`config.mk`:
```
export PLATFORM = sky130hd
export DESIGN_NAME = tpu_skew_feeder
export DESIGN_NICKNAME = d
export VERILOG_FILES = /design/src/rtl/tpu_pkg.sv /design/src/rtl/tpu_skew_row.sv /design/src/rtl/tpu_skew_feeder.sv
export SDC_FILE = /design/constraint.sdc
export NUM_CORES = 1
export LEC_CHECK = 0
export ABC_CLOCK_PERIOD_IN_PS = 2700
export CAP_MARGIN = 20
export CORE_MARGIN = 10
export CORE_UTILIZATION = 60
export DETAILED_ROUTE_END_ITERATION = 8
export GPL_ROUTABILITY_DRIVEN = 0
export PLACE_DENSITY_LB_ADDON = 0.25
export SLEW_MARGIN = 20
export SYNTH_ARGS = -nofsm -noshare
export SYNTH_HDL_FRONTEND = slang
export SYNTH_SLANG_ARGS = --single-unit
```
`constraint.sdc`:
```
create_clock -name clk -period 2.7 [get_ports clk]
set_input_delay 0.27 -clock clk [delete_from_list [all_inputs] [get_ports clk]]
set_output_delay 0.27 -clock clk [all_outputs]
set_load 0.01 [all_outputs]
```
`src/rtl/tpu_pkg.sv`:
```
// Shared TPU definitions used by the MAC array and its A/B/C feeders.
//   BITS_AB  - signed operand width
//   DIM      - systolic array dimension (rows == row length)
//   CNTBITS  - row-index width, clog2(DIM)
//   state_t  - feeder FSM states
//   slot_bits() / SLOTBITS - width of a slot counter spanning 0..2*DIM-2
package tpu_pkg;

  localparam int BITS_AB = 8;
  localparam int DIM     = 8;
  localparam int CNTBITS = 3;

  typedef enum logic {
    IDLE   = 1'b0,
    STREAM = 1'b1
  } state_t;

  // A skewed stream of a DIMxDIM matrix lasts 2*DIM-1 slots.
  function automatic int slot_bits(input int dim);
    if (2 * dim - 1 > 1) return $clog2(2 * dim - 1);
    else return 1;
  endfunction

  localparam int SLOTBITS = slot_bits(DIM);

endpackage

```
`src/rtl/tpu_skew_row.sv`:
```
// One row of the skew feeder: DIM-element storage for A[ROW][*] plus the
// slot-select mux that emits A[ROW][slot-ROW], or 0 outside the row's window.
// Ports:
//   clk, rst_n  - clock, asynchronous active-low reset (clears storage)
//   wr_en       - write this row (already decoded by the top level)
//   wr_data     - DIM elements, wr_data[j] = A[ROW][j]
//   slot        - slot index whose element is to be presented
//   row_out     - selected element (combinational; registered by the top)
module tpu_skew_row #(
  parameter int BITS_AB = tpu_pkg::BITS_AB,
  parameter int DIM     = tpu_pkg::DIM,
  parameter int ROW     = 0
) (
  input  logic                                      clk,
  input  logic                                      rst_n,
  input  logic                                      wr_en,
  input  logic signed [DIM-1:0][BITS_AB-1:0]        wr_data,
  input  logic [tpu_pkg::slot_bits(DIM)-1:0]        slot,
  output logic signed [BITS_AB-1:0]                 row_out
);

  logic signed [DIM-1:0][BITS_AB-1:0] mem_q, mem_d;

  always_comb begin
    mem_d = mem_q;
    if (wr_en) mem_d = wr_data;
  end

  always_ff @(posedge clk or negedge rst_n) begin
    if (!rst_n) mem_q <= '0;
    else        mem_q <= mem_d;
  end

  // Row ROW is delayed ROW slots: element j appears at slot ROW+j.
  always_comb begin
    row_out = '0;
    for (int j = 0; j < DIM; j++) begin
      if (int'(slot) == ROW + j) row_out = mem_q[j];
    end
  end

endmodule

```
`src/rtl/tpu_skew_feeder.sv`:
```
// Upstream A-operand feeder for the systolic MAC array. Holds a DIMxDIM
// signed matrix and streams it with diagonal skew (row i delayed i cycles),
// advancing in lockstep with the array through the shared en stall.
// Ports:
//   clk, rst_n      - clock, asynchronous active-low reset
//   en              - array advance enable (stall when low)
//   wr_en, wr_row,
//   wr_data         - write one row of A (IDLE only)
//   start           - begin one skewed stream (IDLE, en=1, wr_en=0)
//   a_out           - a_out[i] drives array row i Ain (registered)
//   a_valid         - a_out carries a stream slot
//   busy            - stream in progress
//   done            - one-cycle pulse after the last slot
module tpu_skew_feeder #(
  parameter int BITS_AB = tpu_pkg::BITS_AB,
  parameter int DIM     = tpu_pkg::DIM,
  parameter int CNTBITS = tpu_pkg::CNTBITS
) (
  input  logic                               clk,
  input  logic                               rst_n,
  input  logic                               en,
  input  logic                               wr_en,
  input  logic [CNTBITS-1:0]                 wr_row,
  input  logic signed [DIM-1:0][BITS_AB-1:0] wr_data,
  input  logic                               start,
  output logic signed [DIM-1:0][BITS_AB-1:0] a_out,
  output logic                               a_valid,
  output logic                               busy,
  output logic                               done
);

  import tpu_pkg::*;

  localparam int             SW   = slot_bits(DIM);
  localparam logic [SW-1:0]  LAST = SW'(2 * DIM - 2);

  state_t                             state_q, state_d;
  logic [SW-1:0]                      t_q, t_d;
  logic                               valid_q, valid_d;
  logic                               done_q, done_d;
  logic signed [DIM-1:0][BITS_AB-1:0] a_out_q, a_out_d;
  logic signed [DIM-1:0][BITS_AB-1:0] mux_out;
  logic [DIM-1:0]                     row_we;

  // FSM and slot counter. A start coinciding with a write loses to the write.
  always_comb begin
    state_d = state_q;
    t_d     = t_q;
    done_d  = 1'b0;
    case (state_q)
      IDLE: begin
        if (start && en && !wr_en) begin
          state_d = STREAM;
          t_d     = '0;
        end
      end
      STREAM: begin
        if (en) begin
          if (t_q == LAST) begin
            state_d = IDLE;
            t_d     = '0;
            done_d  = 1'b1;
          end else begin
            t_d = t_q + 1'b1;
          end
        end
      end
      default: begin
        state_d = IDLE;
        t_d     = '0;
      end
    endcase
    valid_d = (state_d == STREAM);
  end

  // Storage is frozen while streaming so the slot mux sees a stable matrix.
  always_comb begin
    row_we = '0;
    for (int i = 0; i < DIM; i++) begin
      row_we[i] = (state_q == IDLE) && wr_en && (int'(wr_row) == i);
    end
  end

  for (genvar i = 0; i < DIM; i++) begin : g_row
    tpu_skew_row #(
      .BITS_AB (BITS_AB),
      .DIM     (DIM),
      .ROW     (i)
    ) u_row (
      .clk     (clk),
      .rst_n   (rst_n),
      .wr_en   (row_we[i]),
      .wr_data (wr_data),
      .slot    (t_d),
      .row_out (mux_out[i])
    );
  end

  // The mux looks at the next slot so a_out can be registered without an
  // extra cycle of latency; during a stall t_d == t_q and the value holds.
  always_comb begin
    a_out_d = '0;
    if (state_d == STREAM) a_out_d = mux_out;
  end

  always_ff @(posedge clk or negedge rst_n) begin
    if (!rst_n) begin
      state_q <= IDLE;
      t_q     <= '0;
      valid_q <= 1'b0;
      done_q  <= 1'b0;
      a_out_q <= '0;
    end else begin
      state_q <= state_d;
      t_q     <= t_d;
      valid_q <= valid_d;
      done_q  <= done_d;
      a_out_q <= a_out_d;
    end
  end

  assign a_out   = a_out_q;
  assign a_valid = valid_q;
  assign busy    = valid_q;
  assign done    = done_q;

endmodule

```
==> flow_summary.yaml <==
status:
  status: "complete, but fails checks"
  violations: "negative setup slack"
clock_network:
  cts-htree-levels: 2
  clk_pin_slew_ps: 60
  cts_made_buffers: 57
  cts_tree: "yes"
  worstSkewPairLatency_ps: 640
  clockRootBuffer: "clkbuf_16"
  clockBufferDepth: 3
  cts_sinks: 582
logic_synthesis:
  synth_adder_area_share_pct: 0
  ys_ff_latch: 582
  synth_nets: 1991
  synth_top_family_by_area: "multiplexers"
  synth_xor_area_share_pct: 0.06413
  syn_avg_cell_area_sq_um: 13.22
  async_flop_share_pct: 100.0
  synthMuxAreaShare_pct: 22.46
  yosys.area_share.simple_pct: 3.690
  synth_enable_flop_cells: 0
  synth_compound_gate_area_share_pct: 13.45
  synth_ff_type: "dfrtp_1"
  netlist_area_sq_mm: 0.02536
  synth.distinct_cells: 77
  synth-seq-area-share_pct: 57.42
  synthCells: 1919
  yosys_warnings: 0
drt:
  wirelength_um: 91290
  via_per_inst: 6.996
  drt-initial-drc-count: 2556
  wl_per_cell_um: 32.21
  drt_first_pass_iters: 6
  ant_nets: 0
  vias: 19830
  drc_errors: 0
die:
  die_x_um: 225.6
  start_util_pct: 60.60
  die_area_sq_mm: 0.05089
  placementRows: 75
  coreArea_sq_mm: 0.04185
  ios: 139
  die_y_um: 225.6
worst_setup_path:
  worst_setup_path_start_kind: "register"
  crit_fanout: 11
  crit_type: "register to register"
  cp_cell_sequence: "buf_2 -> and3b_1 -> a211oi_2 -> nor2_4 -> buf_4 -> a21oi_1 -> o2bb2ai_1 -> a221oi_1 -> buf_4 -> o31ai_1"
  end_kind: "register"
  max_stage_delay_ps: 500
  crit_start: "a_valid"
  critPathRequiredTime_ps: 3210
  cp_num_buf_inv: 3
  slowest_stage: "dfrtp_2"
  cp_top_family: "compound AO/OA/AOI/OAI gates"
  reg2reg_from: "a_valid"
  arrival_ps: 3220
  cpMostUsedCell: "buf_4"
timing:
  fin_crit_sh_pct: 100.3
  clock_skew_ps: 20.11
  worst_slack_ps: -7.225
  final_hold_viol_count: 0
  finalSetupViolCount: 3
  rsz0062_at_grt: "yes"
  maxSlewHeadroom_pct: 45.04
  timing.fmax_mhz: 369.4
  worst_pin_slew_ps: 821.8
  min_period_ps: 2707
  slew_violations: 0
power_and_ir_drop:
  power.leakage_nw: 14.77
  vdd_drop_max_mv: 0.6478
  power_mw: 36.08
  power_density_mw_per_mm2: 1155
global_route:
  grt_max_degree: 85
  overflow: 0
  grt.total_usage_pct: 35.87
  grt_pass1_wl_um: 133400
  grt_pass1_vias: 20240
  antenna_found_initial: 2
final_layout:
  fill_cells: 2603
  drive_gt1_share_pct: 40.93
  layout.nets: 2322
  multi_input_area_sq_mm: 0.01023
  layout-area-overhead-vs-synth_pct: 23.22
  design_area_sq_mm: 0.03125
  regArea_sq_mm: 0.01457
placement:
  hpwlAfterDp_um: 62010
  numPortBuffers: 138
  place_area_sq_mm: 0.02922
flow_run:
  drv_cap: 0
worst_hold_path:
  min_path_type: "input pin to asynchronous set/reset pin"
report_power, final:
group	switching, mW	internal [mW]
Combinational	7.97	6.81
Sequential	1.82	11.6
Clock	3.45	4.42
Total	13.2	22.9
worst reg2reg max path, cell delays in order (launching register included):
cell and delay (ps):
dfrtp_2 500, buf_2 240, and3b_1 240, a211oi_2 80, nor2_4 380, buf_4 290
a21oi_1 90, o2bb2ai_1 220, a221oi_1 100, buf_4 170, o31ai_1 300
cells by family (layout without fill, tap and decap cells):
| kind of cell | Yosys count | after routing |
|---|---|---|
| flops | 582 | 582 |
| xor+xnor | 1 | 1 |
| compound gates | 491 | 491 |
| buf+inv | 155 | 530 |
| mux | 506 | 506 |
| simple gates | 184 | 184 |
| other cells | 0 | 1 |
repair_timing:
action,4_1_cts,5_1_grt
setup endpoints to repair,31,33
hold buffers,1,0
gates resized for setup,11,25
hold endpoints to repair,55,0
buffers inserted,4,6
pin swaps,3,6
through the flow:
stage	hold slack, ps	util, %	setup TNS, ps	std cells	setup WS, ps
floorplan	-25.59	-	0	1919	523.9
global placement	300.0	69.81	-13910	2719	-634.1
detailed placement	303.1	69.81	-16730	2719	-743.1
CTS	244.1	74.33	0	2827	0.7738
global route	276.3	74.66	-115.4	2833	-34.43
finish	233.3	74.67	-17.73	2834	-7.225
cells in the final DEF, fill, tap and decap left out, types with 10 or more instances in the layout:
| cell type | netlist | final |
|---|---|---|
| dfrtp_1 | 582 | 578 |
| clkbuf_16 | 0 | 57 |
| nor2_1 | 40 | 39 |
| o22ai_1 | 58 | 56 |
| buf_4 | 11 | 234 |
| nand2_1 | 71 | 70 |
| clkdlybuf4s50_1 | 0 | 137 |
| mux2_2 | 504 | 504 |
| a22oi_1 | 58 | 56 |
| o221ai_1 | 12 | 12 |
| o21ai_0 | 85 | 81 |
| o2bb2ai_1 | 14 | 14 |
| nand3_1 | 15 | 15 |
| buf_12 | 0 | 34 |
| a211oi_1 | 12 | 10 |
| a31oi_1 | 18 | 18 |
| clkbuf_1 | 57 | 20 |
| a21oi_1 | 104 | 102 |
| a222oi_1 | 23 | 23 |
| a221oi_1 | 29 | 26 |
routing by layer:
layer | vias up | global-route usage [%] | wire length (um)
met2 | 1430 | 53.89 | 40780
met3 | 356 | 8.847 | 9989
met1 | 10160 | 45.82 | 33580
met5 | - | 0 | 11
li1 | 7876 | - | -
met4 | 2 | 23.42 | 6925
layout make-up:
| type | count | area share, % |
|---|---|---|
| Antenna cell | 1 | 0.008007 |
| Clock buffer | 85 | 5.157 |
| Clock inverter | 18 | 0.6486 |
| Inverter | 13 | 0.1561 |
| Multi-Input combinational cell | 1182 | 32.74 |
| Sequential cell | 582 | 46.62 |
| Tap cell | 539 | 2.158 |
| Timing Repair Buffer | 414 | 12.51 |
synth_stat cells, types with 7 or more instances:
master     instances  area (sq um)
a211oi_1          12         90.09
a21boi_0           8         60.06
a21oi_1          104         520.5
a221oi_1          29         254.0
a222oi_1          23         230.2
a22o_1             9         78.83
a22oi_1           58         435.4
a311o_1            7         70.07
a31oi_1           18         112.6
buf_2             62         310.3
buf_4             11         82.58
clkbuf_1          57         214.0
dfrtp_1          582         14560
inv_1              9         33.78
mux2_2           504          5675
nand2_1           71         266.5
nand3_1           15         75.07
nor2_1            40         150.1
o21ai_0           85         425.4
o221a_2            9         101.4
o221ai_1          12         105.1
o22ai_1           58         362.9
o2bb2ai_1         14         122.6
or2_2              7         43.79
state kept, by name, summed over array words and instances (netlist names):
signal and flops:
a_out 64, a_valid 1, done 1, g_row.u_row.mem_q 512, t_q 4
path summary, 6_finish.rpt:
path	end	cells past startpoint	slack, ps
min in group clk	g_row[2].u_row.mem_q[43]	1	500
worst max-delay path	a_out[52]	10	-7
max in group asynchronous	a_out[24]	3	1570
worst min-delay path	g_row[2].u_row.mem_q[39]	2	230
worst min register to register	g_row[2].u_row.mem_q[43]	1	500
worst max register to register	a_out[52]	10	-7
No activity file was read; power rests on OpenSTA's default activity.
